--- config.mk ---
export PLATFORM = sky130hd
export DESIGN_NAME = alu
export DESIGN_NICKNAME = d
export VERILOG_FILES = /design/src/rtl/alu_pkg.sv /design/src/rtl/alu_shifter.sv /design/src/rtl/alu.sv
export SDC_FILE = /design/constraint.sdc
export NUM_CORES = 1
export LEC_CHECK = 0
export ABC_CLOCK_PERIOD_IN_PS = 800
export CORE_MARGIN = 4
export CORE_UTILIZATION = 55
export CTS_CLUSTER_SIZE = 8
export DETAILED_ROUTE_END_ITERATION = 12
export PLACE_DENSITY = 0.82
export SKIP_LAST_GASP = 1
export SLEW_MARGIN = 20
export SYNTH_ARGS = -nofsm -noshare
export SYNTH_HDL_FRONTEND = slang
export SYNTH_SLANG_ARGS = --single-unit
export TNS_END_PERCENT = 10
--- constraint.sdc ---
create_clock -name clk -period 0.8 [get_ports clk]
set_input_delay 0.24 -clock clk [delete_from_list [all_inputs] [get_ports clk]]
set_output_delay 0.24 -clock clk [all_outputs]
set_load 0.01 [all_outputs]
--- src/rtl/alu_pkg.sv ---
// Shared definitions for the ALU: opcodes, flag bit positions and the
// control/status bundles exchanged between the ALU and its surroundings.
// The multiplier is only built when ALU_MUL_EN is defined.
package alu_pkg;

  typedef enum logic [3:0] {
    OP_ADD = 4'd0,
    OP_ADC = 4'd1,
    OP_SUB = 4'd2,
    OP_SBC = 4'd3,
    OP_RSB = 4'd4,
    OP_MUL = 4'd5,
    OP_AND = 4'd6,
    OP_ORR = 4'd7,
    OP_XOR = 4'd8,
    OP_BIC = 4'd9,
    OP_LSL = 4'd10,
    OP_LSR = 4'd11,
    OP_ASR = 4'd12,
    OP_MOV = 4'd13,
    OP_NOT = 4'd14,
    OP_RSV = 4'd15
  } opcode_e;

  localparam int FLAG_Z = 0;
  localparam int FLAG_C = 1;
  localparam int FLAG_V = 2;
  localparam int FLAG_N = 3;

  // Control side of a request, independent of the data width.
  typedef struct packed {
    logic       valid;
    opcode_e    oper;
    logic [3:0] flags;
  } alu_in_t;

  // Registered status side of a response.
  typedef struct packed {
    logic       valid;
    logic [3:0] flags;
  } alu_out_t;

  // Opcodes whose result and carry come from the shifter.
  function automatic logic isShiftOp(input opcode_e op);
    return (op == OP_LSL) || (op == OP_LSR) || (op == OP_ASR);
  endfunction

endpackage

--- src/rtl/alu_shifter.sv ---
// Combinational barrel shifter for LSL/LSR/ASR including the shift carry.
// The operand is widened by one bit so the last bit shifted out lands in
// the extra position; oversize amounts then fall out naturally as zero
// (logical) or sign copies (arithmetic).
module alu_shifter
  import alu_pkg::*;
#(
  parameter int WIDTH = 32
) (
  input  opcode_e            oper_i,
  input  logic [WIDTH-1:0]   a_i,
  input  logic [WIDTH-1:0]   amount_i,
  input  logic               carry_i,
  output logic [WIDTH-1:0]   result_o,
  output logic               carry_o
);

  logic [WIDTH:0]        lslExt;
  logic [WIDTH:0]        lsrExt;
  logic signed [WIDTH:0] asrSrc;
  logic signed [WIDTH:0] asrExt;
  logic                  amountZero;

  assign lslExt     = {1'b0, a_i} << amount_i;
  assign lsrExt     = {a_i, 1'b0} >> amount_i;
  assign asrSrc     = {a_i, 1'b0};
  assign asrExt     = asrSrc >>> amount_i;
  assign amountZero = (amount_i == '0);

  // Select the shifted value and carry; a zero amount leaves carry untouched.
  always_comb begin
    result_o = '0;
    carry_o  = carry_i;
    case (oper_i)
      OP_LSL: begin
        result_o = lslExt[WIDTH-1:0];
        carry_o  = amountZero ? carry_i : lslExt[WIDTH];
      end
      OP_LSR: begin
        result_o = lsrExt[WIDTH:1];
        carry_o  = amountZero ? carry_i : lsrExt[0];
      end
      OP_ASR: begin
        result_o = asrExt[WIDTH:1];
        carry_o  = amountZero ? carry_i : asrExt[0];
      end
      default: begin
        result_o = '0;
        carry_o  = carry_i;
      end
    endcase
  end

endmodule

--- src/rtl/alu.sv ---
// Single-cycle registered ALU. A request accepted on a clock edge shows up
// on result/flags_out with out_valid high for exactly the following cycle;
// otherwise the last outputs are held. Opcode 5 (MUL) is built only when
// ALU_MUL_EN is defined; without it opcode 5 behaves like the reserved code.
module alu
  import alu_pkg::*;
#(
  parameter int WIDTH = 32
) (
  input  logic             clk,
  input  logic             rst_n,
  input  logic             in_valid,
  input  logic [WIDTH-1:0] a,
  input  logic [WIDTH-1:0] b,
  input  logic [3:0]       oper,
  input  logic [3:0]       flags_in,
  output logic [WIDTH-1:0] result,
  output logic [3:0]       flags_out,
  output logic             out_valid
);

  alu_in_t          req;
  alu_out_t         status_q;
  logic [WIDTH-1:0] result_q;
  logic [WIDTH-1:0] result_d;
  logic [3:0]       flags_d;

  logic [WIDTH-1:0] addA;
  logic [WIDTH-1:0] addB;
  logic             addCin;
  logic [WIDTH:0]   sum;
  logic             addOvf;

  logic [WIDTH-1:0] shiftRes;
  logic             shiftCarry;
  logic             updZN;

  assign req.valid = in_valid;
  assign req.oper  = opcode_e'(oper);
  assign req.flags = flags_in;

  // Map every add/subtract flavour onto one adder: a + b' + cin.
  always_comb begin
    addA   = a;
    addB   = b;
    addCin = 1'b0;
    case (req.oper)
      OP_ADC: addCin = req.flags[FLAG_C];
      OP_SUB: begin
        addB   = ~b;
        addCin = 1'b1;
      end
      OP_SBC: begin
        addB   = ~b;
        addCin = req.flags[FLAG_C];
      end
      OP_RSB: begin
        addA   = b;
        addB   = ~a;
        addCin = 1'b1;
      end
      default: begin
        addA   = a;
        addB   = b;
        addCin = 1'b0;
      end
    endcase
  end

  assign sum    = {1'b0, addA} + {1'b0, addB} + {{WIDTH{1'b0}}, addCin};
  assign addOvf = (addA[WIDTH-1] == addB[WIDTH-1]) && (sum[WIDTH-1] != addA[WIDTH-1]);

  alu_shifter #(
    .WIDTH(WIDTH)
  ) u_shifter (
    .oper_i  (req.oper),
    .a_i     (a),
    .amount_i(b),
    .carry_i (req.flags[FLAG_C]),
    .result_o(shiftRes),
    .carry_o (shiftCarry)
  );

  // Next result and flags; flags default to pass-through, Z/N recomputed
  // for every opcode that produces a real result.
  always_comb begin
    result_d = '0;
    flags_d  = req.flags;
    updZN    = 1'b0;
    case (req.oper)
      OP_ADD, OP_ADC, OP_SUB, OP_SBC, OP_RSB: begin
        result_d        = sum[WIDTH-1:0];
        flags_d[FLAG_C] = sum[WIDTH];
        flags_d[FLAG_V] = addOvf;
        updZN           = 1'b1;
      end
`ifdef ALU_MUL_EN
      OP_MUL: begin
        result_d = a * b;
        updZN    = 1'b1;
      end
`endif
      OP_AND: begin
        result_d = a & b;
        updZN    = 1'b1;
      end
      OP_ORR: begin
        result_d = a | b;
        updZN    = 1'b1;
      end
      OP_XOR: begin
        result_d = a ^ b;
        updZN    = 1'b1;
      end
      OP_BIC: begin
        result_d = a & ~b;
        updZN    = 1'b1;
      end
      OP_MOV: begin
        result_d = b;
        updZN    = 1'b1;
      end
      OP_NOT: begin
        result_d = ~b;
        updZN    = 1'b1;
      end
      default: begin
        if (isShiftOp(req.oper)) begin
          result_d        = shiftRes;
          flags_d[FLAG_C] = shiftCarry;
          updZN           = 1'b1;
        end else begin
          result_d = '0;
        end
      end
    endcase
    if (updZN) begin
      flags_d[FLAG_Z] = (result_d == '0);
      flags_d[FLAG_N] = result_d[WIDTH-1];
    end
  end

  // Output registers: capture on a request, hold otherwise; reset drops
  // anything in flight and clears the outputs at once.
  always_ff @(posedge clk or negedge rst_n) begin
    if (!rst_n) begin
      result_q <= '0;
      status_q <= '0;
    end else begin
      status_q.valid <= req.valid;
      if (req.valid) begin
        result_q       <= result_d;
        status_q.flags <= flags_d;
      end
    end
  end

  assign result    = result_q;
  assign flags_out = status_q.flags;
  assign out_valid = status_q.valid;

endmodule

==> results of run 1 <==
## what timing repair did
| item | in CTS |
|---|---|
| hold endpoints to repair | 0 |
| gates resized for setup | 64 |
| setup buffers | 20 |
| pin swaps | 31 |
| setup endpoints to repair | 73 |
| gates cloned | 1 |
| hold buffers | 0 |
## routing by layer
layer,GRT overflow,GRT usage (%)
met1,0,65.1
met2,5,81.9
met3,0,51.0
met4,2,61.2
met5,0,28.6
## kinds of logic after synthesis
| kind of cell | Yosys count | share of synthesized area, % |
|---|---|---|
| AO/OA/AOI/OAI | 572 | 32.8 |
| AND/OR/NAND/NOR | 527 | 20.8 |
| buffers and inverters | 242 | 8.97 |
| multiplexers | 145 | 20.1 |
| adder cells (fa/ha/maj) | 65 | 7.22 |
| flip-flops | 37 | 8.07 |
| XOR/XNOR | 26 | 1.99 |
## metrics by stage
stage	instance area (um^2)	util [%]	setup TNS (ns)	setup slack, ns	cells
after CTS	17300	84.9	-118.23	-3.41	2428
after detailed placement	16800	82.3	-133.78	-4.39	2401
after global placement	16800	82.3	-127.40	-4.19	2401
after floorplan	11800	-	-96.02	-3.28	1614
==> impl_metrics.ini, run 1 <==
[synth]
ys_async_sr_fraction_pct = 100
synth_top_cells_by_count = nand2_1 (211), o21ai_0 (153), nor2_1 (144)
ys_warn_count = 0
postSynthCellCount = 1614
syn_area_per_cell_um2 = 7.11
synth_most_common_cell = nand2_1
synthFlopType = dfrtp_1
synthDistinctLibCells = 95
synth_top_area_cell = mux4_2
ys_ff_latch = 37
synth_seq_area_share_pct = 8.07
synth_edf_count = 0
syn-num-nets = 1754
yosysTopAreaCellShare_pct = 8.84
synth_area_um2 = 11500
synth_area_leaders = mux4_2 (8.8%), dfrtp_1 (8.1%), nand2_1 (6.9%)

[cts]
cts-root-buf = clkbuf_16
numCtsBuffers = 5
cts.sinks = 37
cts_buffer_depth = 2
h-tree-depth = 2

[placed_design]
finalWeightedCongestion = 1.52
place_hpwl_mm = 50.9
numPortBuffers = 111

[run_status]
status = aborted with a tool error
tool.error = [ERROR GRT-0116] Global routing finished with congestion. Check the congestion regions in the DRC Viewer.
stop_stage = 5_1_grt

[grt]
grt_pass1_vias = 20300
globalRouteOverflowTotal = 7
grt_pass1_wl_mm = 119
globalRouteTotalUtil_pct = 65.3
grt_max_degree = 50

[floorplan]
start_util_pct = 56.3
row_count = 52
die_y_um = 152
dieWidth_um = 152
ios = 112
==> inputs of run 2 (changes only) <==
--- a/config.mk
+++ b/config.mk
@@ -5,12 +5,11 @@
 export SDC_FILE = /design/constraint.sdc
 export NUM_CORES = 1
 export LEC_CHECK = 0
-export ABC_CLOCK_PERIOD_IN_PS = 800
+export ABC_CLOCK_PERIOD_IN_PS = 1000
 export CORE_MARGIN = 4
-export CORE_UTILIZATION = 55
-export CTS_CLUSTER_SIZE = 8
+export CORE_UTILIZATION = 40
 export DETAILED_ROUTE_END_ITERATION = 12
-export PLACE_DENSITY = 0.82
+export PLACE_DENSITY_LB_ADDON = 0.15
 export SKIP_LAST_GASP = 1
 export SLEW_MARGIN = 20
 export SYNTH_ARGS = -nofsm -noshare
==> constraint.sdc (replaced) <==
create_clock -name clk -period 1 [get_ports clk]
set_input_delay 0.3 -clock clk [delete_from_list [all_inputs] [get_ports clk]]
set_output_delay 0.3 -clock clk [all_outputs]
set_load 0.01 [all_outputs]
==> impl_metrics.ini, run 2 <==
[synth]
synth_compound_area_share_pct = 32.8
synth_seq_area_share_pct = 8.07
synth_top_family_by_area = compound AO/OA/AOI/OAI gates
ys_ff_latch = 37
synthFlopType = dfrtp_1
syn_area_per_cell_um2 = 7.11
synth_most_common_cell = nand2_1
synth_xor_area_share_pct = 1.99
ys_async_sr_fraction_pct = 100
synthDistinctLibCells = 95
synth.area.mux_share_pct = 20.1
synth_top_cells_by_count = nand2_1 (211), o21ai_0 (153), nor2_1 (144)
synth_area_leaders = mux4_2 (8.8%), dfrtp_1 (8.1%), nand2_1 (6.9%)
ys_warn_count = 0
synth_edf_count = 0
yosysTopAreaCellShare_pct = 8.84
synth_area_um2 = 11500
synth-adder-area-share_pct = 7.22
postSynthCellCount = 1614
synth_top_area_cell = mux4_2
syn-num-nets = 1754
synth_simple_gate_area_share_pct = 20.8

[layout]
fillers = 2458
seq_area_um2 = 926
largest_reg_flops = 32
nets = 2369
drive_gt1_share_pct = 39.9
fin_cells = 2609
utilization_pct = 66.1
multi_input_area_um2 = 10300
layout_common_cells = buf_4 (637), nand2_1 (209), o21ai_0 (138), nor2_1 (138), a21oi_1 (122)
syn2layout_area_growth_pct = 61.3
layout_commonest_cell = buf_4

[cts]
h-tree-depth = 2
cts.sinks = 37
cts-root-buf = clkbuf_16
worstSkewPairLatency_ns = 0.28
cts_tree = built
numCtsBuffers = 5
clkTransAtPathRegs_ns = 0.06
cts_buffer_depth = 2

[sta]
holdWs_ns = 0.505
clock-skew-final_ns = 0
tightest_slew_ns = 0.954
rsz0062_at_grt = true
min_period_ns = 4.37
maxSlewHeadroom_pct = 35.5
maxSlewViolCount = 0
fmax_mhz = 229
fin_tns_setup_ns = -113.06
setup_ws_ns = -3.37
period_share_pct = 437
setup_viol = 73
hold_violations = 0

[placed_design]
dp_cells = 2567
numPortBuffers = 111
place_hpwl_mm = 58.5
post-place-ws_ns = -4.29
finalWeightedCongestion = 1.18

[run]
maxCapViolCount = 0

[grt]
grt_pass1_vias = 15900
globalRouteOverflowTotal = 0
globalRouteTotalUtil_pct = 44.2
grt_pass1_wl_mm = 104
antenna_found_initial = 5
grt_max_degree = 50

[critical_path]
cp_data_arrival_time_ns = 4.57
cp.required_ns = 1.20
worstPathCellList = clkdlybuf4s50_1 -> nor4_2 -> and4_1 -> buf_12 -> and3_1 -> buf_4 -> a311oi_1 -> o21ai_0 -> a311oi_2 -> buf_4 -> nand4b_1 -> nor4_2 -> buf_4 -> nand4_1 -> nor4_2 -> buf_4 -> nand4_1 -> o31ai_2
crit_path_end_kind = register
rr_worst_depth = 2
reg2reg_from = result[2]
critical_path.max_stage_delay_ns = 0.65
r2r-end = result[2]
cp_slowest_cell = clkdlybuf4s50_1
path_max_fanout = 6
cp_common_cell = buf_4
crit_path_start_kind = input pin
reg2reg_slack_ns = 0.08
path_class = in -> reg

[floorplan]
dieArea_um2 = 31400
start_util_pct = 40.9
ios = 112
row_count = 61
core_area_um2 = 28000
die_y_um = 177
dieWidth_um = 177

[worst_hold_path]
whs_endpoint = result[29]
hp-class = reg -> reg
min_path_cells = 1
holdCritStartpoint = result[29]

[run_status]
violations = negative setup slack
status = finished, violations left

[drt]
firstDrtPassIters = 6
num_vias = 17100
routed_via_density = 6.55
totalWireLength_mm = 72.0
routedWlPerCell_um = 27.6
initialDrtViolationCount = 2489
antenna_left = 0
drc = 0

[power]
power_density_nw_per_um2 = 828
peakVddDrop_mv = 0.676
power.leakage_uw = 0.00813
[run 2: cell counts after synthesis]
Identical to the previous run, type by type.
[run 2: power by group]
| group | leakage [uW] | internal (uW) | switching (uW) | total [uW] |
|---|---|---|---|---|
| clock network | 0.0000799 | 1050 | 573 | 1630 |
| logic | 0.00761 | 5700 | 6070 | 11800 |
| registers | 0.000443 | 1760 | 157 | 1910 |
[run 2: layer usage]
layer | vias up | track usage (%) | wire length, um
li1 | 7368 | - | -
met1 | 8059 | 57.3 | 26800
met2 | 1358 | 67.6 | 30200
met3 | 306 | 9.61 | 9100
met4 | 4 | 26.1 | 5880
met5 | - | 0 | 34
[run 2: logic make-up after synthesis]
kind of cell / Yosys count
multiplexers: 145
XOR/XNOR: 26
adder cells (fa/ha/maj): 65
AO/OA/AOI/OAI: 572
flip-flops: 37
buffers and inverters: 242
AND/OR/NAND/NOR: 527
[run 2: per-stage QoR]
stage | instance area (um^2) | total power, uW
2_1_floorplan | 11800 | 6730
5_1_grt | 18500 | 15900
4_1_cts | 18000 | 14500
6_report | 18500 | 15300
3_5_place_dp | 17400 | 12400
3_3_place_gp | 17400 | 12200
[run 2: worst max-delay path by stage]
stage | startpoint | end | slack [ns] | cells after the start
after floorplan | oper[1] | flags_out[0] | -3.14 | 23
after global placement | oper[3] | flags_out[0] | -4.11 | 21
after detailed placement | oper[3] | flags_out[0] | -4.29 | 21
after CTS | oper[3] | flags_out[0] | -3.38 | 22
after global routing | b[12] | flags_out[0] | -3.41 | 19
final | b[7] | flags_out[0] | -3.37 | 18
[run 2: final cells by class]
class                      count  share of cell area (%)
multi-input combinational   1335                    55.9
timing repair buffer         774                    34.1
sequential                    37                    5.00
tap                          378                    2.56
inverter                      76                    1.55
clock buffer                   7                   0.825
clock inverter                 1                  0.0270
antenna                        1                  0.0135
[run 2: worst max-delay path: cells and delay by family]
kind / cells / cell delay (ns)
simple gates: 8 / 1.54
buf+inv: 6 / 1.53
compound gates: 4 / 1.16
[run 2: timing repair]
| item | CTS | global route |
|---|---|---|
| endpoints found under the hold margin | 37 | 0 |
| buffers inserted | 21 | 11 |
| pin swaps | 44 | 59 |
| endpoints found under the setup margin | 73 | 73 |
| gates resized for setup | 85 | 78 |
| cloned | 1 | 0 |
| hold buffers | 1 | 0 |
No activity file was read; power rests on OpenSTA's default activity.
